==> src/rtl/rgb_wheel_sequencer.sv <==
// RGB LED colour-wheel sequencer: six-segment fade/step with
// brightness-scaled, frame-latched PWM on active-low pins.
module rgb_wheel_sequencer #(
  parameter int LEVEL_CYCLES = 7812,
  parameter int PWM_BITS     = 8
) (
  input  logic       clk,
  input  logic       rst_n,
  input  logic       en,
  input  logic       clear,
  input  logic       mode,
  input  logic [7:0] bright,
  output logic       RGB_R,
  output logic       RGB_G,
  output logic       RGB_B,
  output logic [2:0] phase,
  output logic [7:0] level,
  output logic       wrap
);

  localparam int P  = PWM_BITS;
  localparam int DW =
    (LEVEL_CYCLES > 1) ? $clog2(LEVEL_CYCLES) : 1;
  localparam logic [DW-1:0] DIV_LAST =
    DW'(LEVEL_CYCLES - 1);
  localparam logic [2:0] PH_LAST = 3'd5;

  logic [DW-1:0] div_q, div_d;
  logic [P-1:0]  level_q, level_d;
  logic [2:0]    phase_q, phase_d;
  logic          wrap_q, wrap_d;

  logic [P-1:0]         pwm_q;
  logic [2:0][P-1:0]    duty_q;
  logic [2:0][P-1:0]    raw;
  logic [2:0][P-1:0]    eff;
  logic [2:0]           lit;
  logic [2:0]           pin_q;

  logic [P-1:0] lv;
  logic [P-1:0] lv_n;
  logic         div_end;
  logic         frame_end;

  function automatic logic [P-1:0] scale(
    input logic [P-1:0] r,
    input logic [P-1:0] b
  );
    logic [2*P-1:0] prod;
    prod = {{P{1'b0}}, r} *
           ({{P{1'b0}}, b} + (2*P)'(1));
    return prod[2*P-1:P];
  endfunction

  assign div_end   = (div_q == DIV_LAST);
  assign frame_end = (pwm_q == '1);

  always_comb begin
    div_d   = div_q;
    level_d = level_q;
    phase_d = phase_q;
    wrap_d  = 1'b0;
    if (clear) begin
      div_d   = '0;
      level_d = '0;
      phase_d = '0;
    end else if (en) begin
      if (div_end) begin
        div_d   = '0;
        level_d = level_q + 1'b1;
        if (level_q == '1) begin
          if (phase_q == PH_LAST) begin
            phase_d = '0;
            wrap_d  = 1'b1;
          end else begin
            phase_d = phase_q + 3'd1;
          end
        end
      end else begin
        div_d = div_q + 1'b1;
      end
    end
  end

  always_ff @(posedge clk or negedge rst_n) begin
    if (!rst_n) begin
      div_q   <= '0;
      level_q <= '0;
      phase_q <= '0;
      wrap_q  <= 1'b0;
    end else begin
      div_q   <= div_d;
      level_q <= level_d;
      phase_q <= phase_d;
      wrap_q  <= wrap_d;
    end
  end

  // Hard-step mode pins the ramp at zero, leaving solid colours.
  assign lv   = mode ? '0 : level_q;
  assign lv_n = ~lv;

  always_comb begin
    raw = '0;
    unique case (phase_q)
      3'd0: raw = {{P{1'b0}}, lv, {P{1'b1}}};
      3'd1: raw = {{P{1'b0}}, {P{1'b1}}, lv_n};
      3'd2: raw = {lv, {P{1'b1}}, {P{1'b0}}};
      3'd3: raw = {{P{1'b1}}, lv_n, {P{1'b0}}};
      3'd4: raw = {{P{1'b1}}, {P{1'b0}}, lv};
      3'd5: raw = {lv_n, {P{1'b0}}, {P{1'b1}}};
      default: raw = '0;
    endcase
  end

  always_comb begin
    eff = '0;
    lit = '0;
    for (int i = 0; i < 3; i++) begin
      eff[i] = scale(raw[i], bright);
      lit[i] = (duty_q[i] == '1) ||
               (pwm_q < duty_q[i]);
    end
  end

  // Duties only change at the frame boundary to avoid PWM glitches.
  always_ff @(posedge clk or negedge rst_n) begin
    if (!rst_n) begin
      pwm_q  <= '0;
      duty_q <= '0;
      pin_q  <= '1;
    end else begin
      pwm_q <= pwm_q + 1'b1;
      pin_q <= ~lit;
      if (frame_end) begin
        duty_q <= eff;
      end
    end
  end

  assign RGB_R = pin_q[0];
  assign RGB_G = pin_q[1];
  assign RGB_B = pin_q[2];
  assign phase = phase_q;
  assign level = level_q;
  assign wrap  = wrap_q;

endmodule

==> config.mk <==
export PLATFORM = sky130hd
export DESIGN_NAME = rgb_wheel_sequencer
export DESIGN_NICKNAME = d
export VERILOG_FILES = /design/src/rtl/rgb_wheel_sequencer.sv
export SDC_FILE = /design/constraint.sdc
export NUM_CORES = 1
export LEC_CHECK = 0
export CAP_MARGIN = 15
export CELL_PAD_IN_SITES_DETAIL_PLACEMENT = 1
export CELL_PAD_IN_SITES_GLOBAL_PLACEMENT = 2
export CORE_MARGIN = 3
export CORE_UTILIZATION = 43
export DETAILED_ROUTE_END_ITERATION = 8
export PLACE_DENSITY_LB_ADDON = 0.1
export SYNTH_ARGS = -nofsm -noshare
export SYNTH_HDL_FRONTEND = slang
export SYNTH_SLANG_ARGS = --single-unit
==> constraint.sdc <==
create_clock -name clk -period 9.13 [get_ports clk]
set_input_delay 0.913 -clock clk [delete_from_list [all_inputs] [get_ports clk]]
set_output_delay 0.913 -clock clk [all_outputs]
set_load 0.01 [all_outputs]
==> results of run 1 <==
-- flip-flops by register name, indices dropped and copies added (netlist names) --
name,count
pin_q,3
phase,3
pwm_q,8
level,8
wrap,1
duty_q,24
div_q,13
-- final cells by class --
| class | count | share of cell area |
|---|---|---|
| multi-input combinational | 886 | 0.695 |
| sequential | 60 | 0.140 |
| inverter | 189 | 0.0661 |
| timing repair buffer | 45 | 0.0373 |
| tap | 280 | 0.0326 |
| clock buffer | 12 | 0.0239 |
| clock inverter | 4 | 0.00443 |
-- cells by family (layout without fill, tap and decap cells) --
| kind of cell | Yosys count | count (layout) | share of synthesized area |
|---|---|---|---|
| compound gates | 165 | 165 | 0.105 |
| buf+inv | 222 | 250 | 0.0857 |
| flops | 60 | 60 | 0.154 |
| simple gates | 413 | 413 | 0.194 |
| mux | 6 | 6 | 0.00639 |
| xor+xnor | 60 | 60 | 0.0537 |
| fa+ha+maj | 242 | 242 | 0.401 |
-- cells in the final DEF, fill, tap and decap left out, types with 7 or more instances in the layout --
| master | synthesis | final |
|---|---|---|
| inv_1 | 188 | 188 |
| xor2_1 | 26 | 24 |
| clkbuf_16 | 0 | 9 |
| dfrtp_1 | 57 | 57 |
| ha_1 | 122 | 122 |
| xnor2_1 | 34 | 34 |
| nand2b_1 | 25 | 25 |
| nand4_1 | 10 | 10 |
| nand2_1 | 82 | 82 |
| fa_1 | 120 | 120 |
| o21ai_0 | 55 | 55 |
| nor3_1 | 8 | 8 |
| a21oi_1 | 36 | 36 |
| nand3_1 | 19 | 19 |
| a21o_1 | 16 | 16 |
| nor2b_1 | 13 | 13 |
| a21boi_0 | 7 | 7 |
| nor2_1 | 201 | 201 |
| or2_2 | 18 | 18 |
| or3_1 | 11 | 11 |
| clkdlybuf4s50_1 | 0 | 26 |
| buf_4 | 1 | 18 |
-- worst min-delay path, delay by kind of cell, from the launching register on --
family           cells  cell delay, ns
AO/OA/AOI/OAI        1            0.06
AND/OR/NAND/NOR      1            0.05
flip-flops           1            0.36
-- worst paths after layout --
| kind | to | depth (start not counted) | start | slack (ns) |
|---|---|---|---|---|
| setup / recovery | duty_q[22]$_DFFE_PN0N_ | 20 | phase[2]$_DFFE_PN0P_ | 2.56 |
| hold / removal | duty_q[3]$_DFFE_PN0N_ | 2 | duty_q[3]$_DFFE_PN0N_ | 0.52 |
| setup reg to reg | duty_q[22]$_DFFE_PN0N_ | 20 | phase[2]$_DFFE_PN0P_ | 2.56 |
| hold reg to reg | duty_q[3]$_DFFE_PN0N_ | 2 | duty_q[3]$_DFFE_PN0N_ | 0.52 |
| max in group asynchronous | duty_q[2]$_DFFE_PN0N_ | 2 | rst_n | 7.83 |
| min in group asynchronous | div_q[8]$_DFFE_PN0P_ | 2 | rst_n | 0.73 |
-- per-layer routing --
layer,global-route usage,share of wire
met1,0.314,0.45
met2,0.433,0.51
met3,0.0269,0.027
met4,0.0317,0.0047
met5,0,0
-- report_power, final --
group | total (mW) | leakage [nW] | switching (mW) | internal, mW
Clock | 0.346 | 0.149 | 0.121 | 0.225
Combinational | 0.738 | 4.84 | 0.438 | 0.300
Sequential | 0.271 | 0.694 | 0.00225 | 0.269
==> impl.org, run 1 <==
** Outcome
- Run status :: completed

** Global route
- The number of antenna violations at the first check in global routing was 0.
- For this run, the total global-route usage over all layers was measured as 0.238.
- First-pass GRT wire length :: 46100 µm
- The number of global-route vias before repair came to 8582.
- Global routing finished with a remaining overflow of 0.
- Entering global routing, the biggest net connects 61 pins.

** Critical path
- Cell class contributing the biggest share of worst-path delay :: adder cells
- Highest net fanout along the worst path :: 17
- For the worst setup path, the data required time is 9.32 ns.
- The worst setup path is captured at a flop.
- Walking the worst path, the cells encountered are inv_1 > ha_1 > inv_1 > o21ai_0 > nor2_1 > nor2_1 > fa_1 > inv_1 > fa_1 > fa_1 > inv_1 > fa_1 > ha_1 > a21oi_1 > nand2_1 > a31oi_1 > o21ai_0 > a221oi_1 > xor2_1 > o21ai_0.
- In this design, the stage delay of the slowest critical-path cell is 0.73 ns.
- On the critical path, the stage with the largest delay is an instance of dfrtp_1.
- The critical path contains buffers and inverters numbering 4 combined.
- Classification of the worst setup path :: reg2reg
- For the worst setup path, the data arrival time is 6.76 ns.
- Critical Path Start Type :: flop

** Die
- Starting density of the core :: 0.443
- In this run the core area contains 54 standard-cell rows.
- Measured along the y axis, the die boundary spans 157 µm.
- Ports placed on the boundary :: 28
- DIE AREA :: 0.0246 mm²
- Measured along the x axis, the die boundary spans 157 µm.
- Core Region :: 0.0221 mm²

** Cells and area
- The multi-input combinational cells in the finished layout cover a total of 0.00746 mm².
- # nets final :: 1446
- Design Area, Final :: 0.0107 mm²
- Area added between synthesis and finish :: 9.59%
- Fill count :: 2674
- Layout Cells excl Fill :: 1476
- Fraction of layout cells with a size suffix above 1 :: 0.0552
- The sequential cells in the finished layout cover a total of 0.00151 mm².
- End-of-flow core utilization :: 0.486
- 0 antenna diodes ended up in the layout.

** Placement
- The HPWL after detailed placement is 22000 µm.
- OpenSTA, run right after detailed placement, puts the worst setup slack at 2.21 ns.
- Summing all placed instances gives a cell area of 0.0104 mm².
- Count of port buffers added during placement :: 27
- Once placement completed, the tool counted placed cells totaling 1460.
- At the end of routability-driven placement, the weighted congestion stood at 0.835.

** Yosys
- Yosys mapped the design onto 58 distinct sky130hd cell types.
- FFs w/ async S/R, synth :: 1.00
- The average instance in the mapped netlist occupies 8.39 µm².
- Most frequently used cell type in the post-synthesis netlist :: nor2_1
- Of the post-synthesis cell area, the dominant cell type holds 0.245.
- In the synthesized netlist the dominant register cell turns out to be dfrtp_1.
- Syn Std Cell Area :: 0.00979 mm²
- After synthesis the netlist holds a flip-flop and latch count of 60.
- Synth cell count leaders :: nor2_1, inv_1, ha_1
- Synthesis handed over a netlist of 1168 instances.
- The largest total area in the synthesized netlist belongs to fa_1.
- Yosys mapped a number of flops with a built-in enable equal to 0.
- Share of the yosys chip area belonging to registers :: 0.154
- In the post-synthesis netlist, the biggest area contributors are fa_1, ha_1, dfrtp_1.
- Post-Syn Nets :: 1423
- For this run, the number of Yosys warnings is 0.

** Timing
- Static timing analysis puts the maximum clock frequency at 152 MHz.
- Worst Skew :: 0.00557 ns
- Accumulated negative setup slack :: 0 ns
- After layout, the worst setup slack is 2.56 ns.
- Worst hold-check slack :: 0.518 ns
- Count of final max-slew check failures :: 0
- Final Setup Violations :: 0
- Setup repair after global routing left no endpoint under its margin.
- The number of endpoints with negative hold slack in the final report was 0.
- Subtracting the final worst setup slack from the clock period gives 6.57 ns.
- Worst slew slack as a fraction of its limit :: 0.333
- Period utilisation layout :: 0.720
- For the pin with the worst max-slew slack, the measured transition is 0.997 ns.

** Routing
- Pre-antenna DRT Iters :: 5
- Summing over every cut layer, the via total after detailed routing is 7878.
- Summed over all layers, the routed wires come to 27500 µm.
- Once detail routing completed, the nets flagged for antenna violations numbered 0.
- Count of unresolved DRC violations after routing :: 0
- The first routing iteration left 390 violations.
- Wire length per cell :: 18.6 µm
- After detailed routing, the number of vias per cell comes to 5.34.

** CTS
- The root buffer cell chosen for the clock tree is clkbuf_16.
- Clock latency of the later-clocked register in the worst-skew pair :: 0.33 ns
- The clock net in this run drives a total of 60 sinks.
- Gates resized during post-CTS repair numbered 0.
- CTS tree :: done
- The H-tree generated during clock tree synthesis spans 3 levels.
- Cts bufs inserted :: 9
- The clock passes through at most 2 buffers.
- Clock-pin slew of the registers on the worst-case setup and hold paths :: 0.05 ns
- Buffers inserted during post-CTS setup optimization :: 0
- Hold-fix buffers, CTS :: 0

** Flow run
- Max-cap violations in this run came to 0.

** Power and ir drop
- Max VDD drop :: 0.000123 V
- Pwr Density :: 126 mW/mm²
- For this design the static power due to leakage is 5.69 nW.
- Total power :: 1.35 mW

** Hold path
- In this run the worst hold path is classified as reg2reg.
Power figures use the tool's default switching activity.
==> inputs of run 2 (changes only) <==
- CORE_UTILIZATION: 43 -> 40
- clock period: 9.13 -> 6.2 ns (I/O delays scaled with it)
==> run 2 against run 1 <==
  * Non-clock buffer count grew 56
  * Count of clock-buffer cells in the layout shrank 3
  * Hold slack lost 0.071 ns
  * Die area grew 7.2%
  * Clock skew grew 0.0037 ns
  * Power grew 56%
  * Final cell count grew 6.4%
  * Critical path type is now in2reg
==> impl.org, run 2 (synthesized netlist as in run 1, its figures left out) <==
** Power and ir drop
- The net load switching power came to 0.868 mW (was 0.560 mW).
- Clock share of power :: 0.266 (was 0.255)
- The net switching fraction of the power was 0.412 (was 0.414).
- The maximum VDD drop is 0.000198 V (was 0.000123 V).
- The relative contribution of sequential cells to total power was 0.190 (was 0.200).
- The total power density per cell area is 188 mW/mm² (was 126 mW/mm²).
- Cell internal power dissipation :: 1.24 mW (was 0.794 mW)
- The share of total power in combinational logic is 0.544 (was 0.545).
- Leakage power total :: 5.97 nW (was 5.69 nW)

** Global route
- Via count of the first global-routing pass :: 8726 (was 8582)
- The number of antenna violations at the first check in global routing is 0 (unchanged).
- The pin count of the biggest net entering global routing was 61 (unchanged).
- Global router's overall resource usage :: 0.227 (was 0.238)
- Aggregate global routing overflow :: 0 (unchanged)
- First-pass GRT wire length :: 47200 µm (was 46100 µm)

** Timing
- Unrepaired setup endpoints after global routing: no (unchanged).
- Count of final max-slew check failures :: 0 (unchanged)
- Final Setup Violations :: 0 (unchanged)
- Final critical delay including setup and external delays :: 5.80 ns
- The tightest slew margin relative to the limit came to 0.474 (was 0.333).
- Worst Skew :: 0.00925 ns (was 0.00557 ns)
- The final hold slack is 0.447 ns (was 0.518 ns).
- Timing-limited maximum frequency :: 172 MHz
- Final-report hold violation count :: 0 (unchanged)
- The pin slew with the least headroom to its limit came to 0.789 ns (was 0.997 ns).
- Period utilisation layout :: 0.935

** Critical path
- The worst stage delay on the critical path was 0.51 ns (was 0.73 ns).
- Buffer and inverter count on the worst path :: 5 (was 4)
- Critical path data required time :: 6.40 ns (was 9.32 ns)
- The flop-to-flop setup slack came to 0.46 ns (was 2.56 ns).
- Destination of the critical timing path :: duty_q[15]$_DFFE_PN0N_ (was duty_q[22]$_DFFE_PN0N_)
- Crit path capture type :: flop (unchanged)
- Most frequent cell on the critical path :: fa_1
- Cell class contributing the biggest share of worst-path delay :: adder cells (unchanged)
- Reg2Reg Capture Point :: duty_q[15]$_DFFE_PN0N_ (was duty_q[22]$_DFFE_PN0N_)
- The startpoint of the lowest-slack register-to-register path was phase[0]$_DFFE_PN0P_ (was phase[2]$_DFFE_PN0P_).
- The worst-path cell with the longest stage delay is fa_1 (was dfrtp_1).
- Critical Path Start Type :: input pin (was flop)
- Classification of the worst setup path :: in2reg (was reg2reg)
- The worst-path maximum fanout came to 18 (was 17).
- The critical path launch point is mode (was phase[2]$_DFFE_PN0P_).
- Worst endpoint data arrival time :: 6.00 ns (was 6.76 ns)
- The number of logic stages on the critical path including buffering was 22 (was 20).
- Reg2reg path depth :: 19 (was 20)
- Critical path, cell by cell: clkdlybuf4s50_1 > buf_4 > nor2b_2 > nor2_1 > o21ai_0 > a22oi_1 > buf_4 > or2_2 > fa_1 > inv_1 > fa_1 > fa_1 > fa_1 > ha_1 > nand2_1 > or3_1 > a221oi_2 > o211ai_1 > buf_4 > o221ai_1 > xnor2_1 > o21ai_0 (was inv_1 > ha_1 > inv_1 > o21ai_0 > nor2_1 > nor2_1 > fa_1 > inv_1 > fa_1 > fa_1 > inv_1 > fa_1 > ha_1 > a21oi_1 > nand2_1 > a31oi_1 > o21ai_0 > a221oi_1 > xor2_1 > o21ai_0).

** Routing
- Wire length per cell :: 18.1 µm (was 18.6 µm)
- Drt first-iter violations :: 297 (was 390)
- The detailed-route vias per instance came to 5.12 (was 5.34).
- Count of nets left with antenna violations after detail routing :: 0 (unchanged)
- Pre-antenna DRT Iters :: 4 (was 5)
- Routed Wire Length :: 28400 µm (was 27500 µm)
- The via total after detailed routing is 8036 (was 7878).
- The number of design rule violations left after detail routing came to 0 (unchanged).

** CTS
- The depth of the CTS H-tree was 3 (unchanged).
- TritonCTS Sinks :: 60 (unchanged)
- The number of buffers on the longest clock path is 2 (unchanged).
- The clock slew at the register clock pins of the worst setup and hold paths came to 0.06 ns (was 0.05 ns).
- The library cell used as clock root buffer is clkbuf_16 (unchanged).
- The hold buffer count at cts came to 0 (unchanged).
- Cts bufs inserted :: 9 (unchanged)
- The clock latency reported for the late side of the worst-skew pair came to 0.34 ns (was 0.33 ns).
- The CTS tree is done (unchanged).

** Placement
- Dpl cells :: 1554 (was 1460)
- The count of input and output buffers is 27 (unchanged).
- GP Congestion :: 0.819 (was 0.835)
- The half-perimeter wire length of the detailed placement result is 23500 µm (was 22000 µm).

** Die
- The placeable core region is 0.0238 mm² (was 0.0221 mm²).
- DIE AREA :: 0.0264 mm² (was 0.0246 mm²)
- The die width is 162 µm (was 157 µm).
- The die height is 162 µm (was 157 µm).
- The effective utilization at floorplan was 0.412 (was 0.443).
- The number of ports placed on the die boundary came to 28 (unchanged).
- Count of standard-cell rows :: 56 (was 54)

** Cells and area
- The relative area change from synthesis to final layout was 14.7% (was 9.59%).
- The flip-flop count of the largest register after layout came to 24 (unchanged).
- The leading cell type in the layout, fill and taps excluded is nor2_1 (unchanged).
- Fill count :: 2842 (was 2674)
- Diodes inserted :: 0 (unchanged)
- Largest regs: duty_q x24, div_q x13 (unchanged).
- Layout Cells excl Fill :: 1571 (was 1476)
- Leading cell types in the layout, fill and taps excluded: nor2_1, inv_1, ha_1 (unchanged).
- The register ranked first by flip-flop count is duty_q (unchanged).
- The number of nets in the layout is 1502 (was 1446).
- Fraction of layout cells with a size suffix above 1 :: 0.101 (was 0.0552)

** Flow run
- Max Cap Violations :: 0 (unchanged)

** Hold path
- The worst hold path class is in2async (was reg2reg).

** Outcome
- Run status :: completed (unchanged)
run 2: worst min-delay path by stage:
stage                            from                     end  slack, ns  depth (start not counted)
2_1_floorplan                   rst_n    div_q[0]$_DFFE_PN0P_       0.32                          0
3_3_place_gp   duty_q[17]$_DFFE_PN0N_  duty_q[17]$_DFFE_PN0N_       0.50                          2
3_5_place_dp   duty_q[17]$_DFFE_PN0N_  duty_q[17]$_DFFE_PN0N_       0.50                          2
4_1_cts                         rst_n    div_q[8]$_DFFE_PN0P_       0.47                          2
5_1_grt                         rst_n    div_q[8]$_DFFE_PN0P_       0.52                          2
6_report                        rst_n    div_q[7]$_DFFE_PN0P_       0.45                          2
run 2: metal layers:
| layer | vias to the layer above | track usage | part of all wire |
|---|---|---|---|
| met3 | 29 | 0.0262 | 0.017 |
| met5 | - | 0 | 0 |
| li1 | 3899 | - | - |
| met1 | 4042 | 0.311 | 0.47 |
| met2 | 66 | 0.393 | 0.50 |
| met4 | 0 | 0.0376 | 0.012 |
run 2: layout make-up:
class | instances | area, µm² | share of cell area
Tap cell | 319 | 399 | 0.0355
Sequential cell | 60 | 1510 | 0.134
Multi-Input combinational cell | 886 | 7480 | 0.666
Clock inverter | 7 | 98.8 | 0.00880
Timing Repair Buffer | 101 | 821 | 0.0730
Clock buffer | 9 | 225 | 0.0200
Inverter | 189 | 709 | 0.0631
run 2: power by group through the flow:
stage          logic, mW  registers [mW]  clock network (mW)
2_1_floorplan      0.789           0.405                   0
3_3_place_gp        1.14           0.407                   0
3_5_place_dp        1.15           0.407                   0
4_1_cts             1.17           0.400               0.576
5_1_grt             1.32           0.400               0.590
6_report            1.15           0.400               0.560
run 2: worst register-to-register path: stages (launching register included):
cell and delay (ns):
dfrtp_1 0.49, and2_1 0.25, ha_1 0.20, buf_4 0.20
a22oi_1 0.15, or2_2 0.31, fa_1 0.52, fa_1 0.56
inv_1 0.06, fa_1 0.52, fa_1 0.51, ha_1 0.32
nand2_1 0.08, or3_1 0.37, a221oi_2 0.29, o211ai_1 0.15
buf_4 0.17, o221ai_1 0.21, xnor2_1 0.15, o21ai_0 0.09
run 2: through the flow:
stage	TNS, ns	worst slack (ns)	utilization	total power [mW]	area (µm²)
2_1_floorplan	0	0.530	-	1.19	9790
3_3_place_gp	0	0.0547	0.459	1.55	10900
3_5_place_dp	-0.416	-0.150	0.459	1.56	10900
4_1_cts	0	0.200	0.472	2.14	11200
5_1_grt	0	0.0596	0.473	2.31	11200
6_report	0	0.400	0.473	2.11	11200
run 2: timing repair:
action                                  in CTS  in global routing
buffers inserted                             0                  1
endpoints found under the setup margin       0                  4
resized for setup                            0                  4
==> inputs of run 3 (changes only) <==
- GPL_TIMING_DRIVEN: unset -> 0
- SETUP_SLACK_MARGIN: unset -> 0.5
==> run 3 against run 2 <==
  * Count of clock-buffer cells in the layout rose by 3
  * First-iteration DRC count rose by 1.0%
  * Via count rose by 2.3%
  * Clock skew is 0.0030 ns lower
  * Flip-flop and latch count unchanged
  * Sequential power about the same
  * Hold slack worse by 0.17 ns
  * Non-clock buffer count unchanged
  * Clock power fell by 4.3%
  * Critical endpoint is now duty_q[14]$_DFFE_PN0N_
  * Core utilization increased by 2.0 points
==> impl.org, run 3 (synthesized netlist as in run 1, its figures left out) <==
** Timing
- The total setup violations reported at the end of the flow was 0 (unchanged).
- The period utilization is 0.885 (was 0.935).
- The pin slew with the least headroom to its limit was 0.817 ns (was 0.789 ns).
- The worst clock skew came to 0.00622 ns (was 0.00925 ns).
- Worst slew slack as a fraction of its limit :: 0.453 (was 0.474)
- Final critical delay including setup and external delays :: 5.49 ns (was 5.80 ns)
- Fin worst setup slack :: 0.713 ns (was 0.400 ns)
- The maximum clock frequency came to 182 MHz (was 172 MHz).
- Final-report hold violation count :: 0 (unchanged)
- The number of slew-limit violations in the final report is 0 (unchanged).
- Unrepaired setup endpoints after global routing: yes (was no).

** Critical path
- Destination of the critical timing path :: duty_q[14]$_DFFE_PN0N_ (was duty_q[15]$_DFFE_PN0N_)
- The worst stage delay on the critical path is 0.54 ns (was 0.51 ns).
- Critical path, cell by cell :: buf_6 > and2_4 > ha_4 > buf_8 > a22oi_2 > buf_4 > or2_2 > fa_1 > inv_1 > ha_1 > inv_1 > fa_1 > inv_1 > fa_1 > ha_1 > nand2_1 > or3_4 > a221oi_4 > o211ai_1 > buf_4 > o21ai_4 > xnor2_2 > o21ai_0 (was clkdlybuf4s50_1 > buf_4 > nor2b_2 > nor2_1 > o21ai_0 > a22oi_1 > buf_4 > or2_2 > fa_1 > inv_1 > fa_1 > fa_1 > fa_1 > ha_1 > nand2_1 > or3_1 > a221oi_2 > o211ai_1 > buf_4 > o221ai_1 > xnor2_1 > o21ai_0)
- The endpoint of the lowest-slack register-to-register path was duty_q[14]$_DFFE_PN0N_ (was duty_q[15]$_DFFE_PN0N_).
- Reg2reg path depth :: 23 (was 19)
- Launch point of the critical path :: phase[1]$_DFFE_PN0P_ (was mode)
- Crit-path slowest cell :: fa_1 (unchanged)
- Worst endpoint data arrival time :: 5.68 ns (was 6.00 ns)
- Critical Path Start Type :: flop (was input pin)
- The flop-to-flop setup slack was 0.71 ns (was 0.46 ns).
- Highest net fanout along the worst path :: 10 (was 18)
- The kind of end point of the critical path is a flop (unchanged).
- Classification of the worst setup path :: reg2reg (was in2reg)
- Critical path data required time :: 6.39 ns (was 6.40 ns)
- Startpoint of the lowest-slack register-to-register path :: phase[1]$_DFFE_PN0P_ (was phase[0]$_DFFE_PN0P_)

** Power and ir drop
- The maximum VDD drop was 0.000242 V (was 0.000198 V).
- The total power density per cell area was 180 mW/mm² (was 188 mW/mm²).
- Total power :: 2.11 mW (about the same)
- Leakage power total :: 6.06 nW (was 5.97 nW)

** Die
- The die width came to 162 µm (unchanged).
- The number of cell rows came to 56 (unchanged).
- Core Region :: 0.0238 mm² (unchanged)
- The area of the die came to 0.0264 mm² (unchanged).
- The effective utilization at floorplan came to 0.412 (unchanged).
- Vert. Die Dim :: 162 µm (unchanged)
- The number of ports placed on the die boundary is 28 (unchanged).

** Cells and area
- The leading cell type in the layout, fill and taps excluded is nor2_1 (unchanged).
- Area added between synthesis and finish :: 19.7% (was 14.7%)
- Largest regs: duty_q x24, div_q x13 (unchanged).
- Fraction of layout cells with a size suffix above 1 :: 0.147 (was 0.101)
- The number of nets in the layout was 1502 (unchanged).
- Leading cell types in the layout, fill and taps excluded: nor2_1, inv_1, fa_1 (was nor2_1, inv_1, ha_1).
- Flip-flop count of the largest register after layout :: 24 (unchanged)
- Largest reg by FF count :: duty_q (unchanged)

** Global route
- Aggregate global routing overflow :: 0 (unchanged)
- Largest net degree at the start of global routing :: 40 (was 61)
- The global-route usage over all layers was 0.232 (was 0.227).
- First-pass GRT wire length :: 48000 µm (was 47200 µm)
- Number of antenna violations at the first check in global routing :: 1 (was 0)
- The number of global-route vias before repair was 8937 (was 8726).

** Routing
- The first-iteration detailed-routing DRC count came to 300 (was 297).
- Routed Wire Length :: 29400 µm (was 28400 µm)
- Pre-antenna DRT Iters :: 4 (unchanged)
- Highest metal layer with signal wires :: met4 (unchanged)
- Wire length per cell :: 18.7 µm (was 18.1 µm)
- Routed met1 length :: 13500 µm (was 13400 µm)
- The post-route antenna net violation count is 0 (unchanged).
- Met3 wirelength from detailed routing :: 815 µm (was 496 µm)
- The detailed-route vias per instance is 5.23 (was 5.12).
- The number of design rule violations left after detail routing was 0 (unchanged).
- The via total after detailed routing came to 8224 (was 8036).
- Total length of routed met2 wires :: 14600 µm (was 14100 µm)

** Flow run
- Max Cap Violations :: 0 (unchanged)

** CTS
- The depth of the CTS H-tree came to 3 (unchanged).
- The number of clock sinks seen by CTS was 60 (unchanged).
- Hold-fix buffers, CTS :: 0 (unchanged)
- Clock latency of the later-clocked register in the worst-skew pair :: 0.33 ns (was 0.34 ns)
- Clock tree root driver cell :: clkbuf_16 (unchanged)
- Clock Path Buffers :: 2 (unchanged)
- Clock-pin slew of the registers on the worst-case setup and hold paths :: 0.05 ns (was 0.06 ns)
- The CTS tree is done (unchanged).
- The total clock buffers created by CTS was 9 (unchanged).

** Placement
- Count of port buffers added during placement :: 27 (unchanged)
- The post-placement worst setup slack was -1.45 ns (was -0.150 ns).
- Final HPWL DP :: 23400 µm (was 23500 µm)
- GP Congestion :: 0.867 (was 0.819)

** Outcome
- Run status :: completed (unchanged)

** Hold path
- The worst hold path class is in2async (unchanged).
## run 3: cell types whose count changed in the layout (fill, tap and decap cells not counted), moves of 9 or more
cell | before | now
clkbuf_1 | 0 | 13
buf_4 | 74 | 40
o21ai_1 | 0 | 9
o21ai_0 | 55 | 41
clkbuf_2 | 0 | 9
clkdlybuf4s50_1 | 26 | 17
## run 3: metal layers
layer | up-vias | track usage
met5 | - | 0
met4 | 0 | 0.0446
met3 | 26 | 0.0290
met2 | 97 | 0.398
met1 | 4187 | 0.318
li1 | 3914 | -
## run 3: how the worst min path moves through the flow
stage	to	cells after the start	slack, ns
2_1_floorplan	div_q[0]$_DFFE_PN0P_	0	0.32
3_3_place_gp	duty_q[21]$_DFFE_PN0N_	2	0.50
3_5_place_dp	duty_q[21]$_DFFE_PN0N_	2	0.50
4_1_cts	div_q[8]$_DFFE_PN0P_	1	0.28
5_1_grt	div_q[8]$_DFFE_PN0P_	1	0.30
6_report	div_q[3]$_DFFE_PN0P_	1	0.27
## run 3: layout make-up
class	count	area (µm²)
timing repair buffer	68	561
buffer	33	241
inverter	189	718
clock inverter	4	72.6
multi-input combinational	886	7970
clock buffer	12	246
sequential	60	1510
fill	2806	12000
tap	319	399
antenna	1	2.50
## run 3: where the power goes
group | switching (mW) | internal, mW | leakage [nW] | total, mW
combinational | 0.708 | 0.470 | 5.22 | 1.18
sequential | 0.00327 | 0.396 | 0.689 | 0.399
clock | 0.173 | 0.362 | 0.153 | 0.536
## run 3: through the flow
step           area [µm²]   util  cells  hold WS (ns)  setup TNS (ns)
6_report            11700  0.493   1572         0.273               0
5_1_grt             11700  0.493   1572         0.296               0
4_1_cts             11500  0.483   1560         0.280               0
3_5_place_dp        10500  0.441   1516         0.497          -23.80
3_3_place_gp        10500  0.441   1514         0.499          -22.43
2_1_floorplan        9790      -   1168         0.324               0
## run 3: critical path, delay by kind of cell, from the launching register on
kind	cells	cell delay, ns
xor gates and xnor gates	1	0.16
adders and majority gates	6	2.30
buffers and inverters	7	0.83
and+or+nand+nor	4	0.94
AOI/OAI and AO/OA	5	0.75
DFF	1	0.36
## run 3: repair_timing
action | CTS | global route
setup endpoints to repair | 24 | 19
buffers inserted | 27 | 11
pin swaps | 21 | 13
gates cloned | 1 | 0
gates resized for setup | 128 | 63
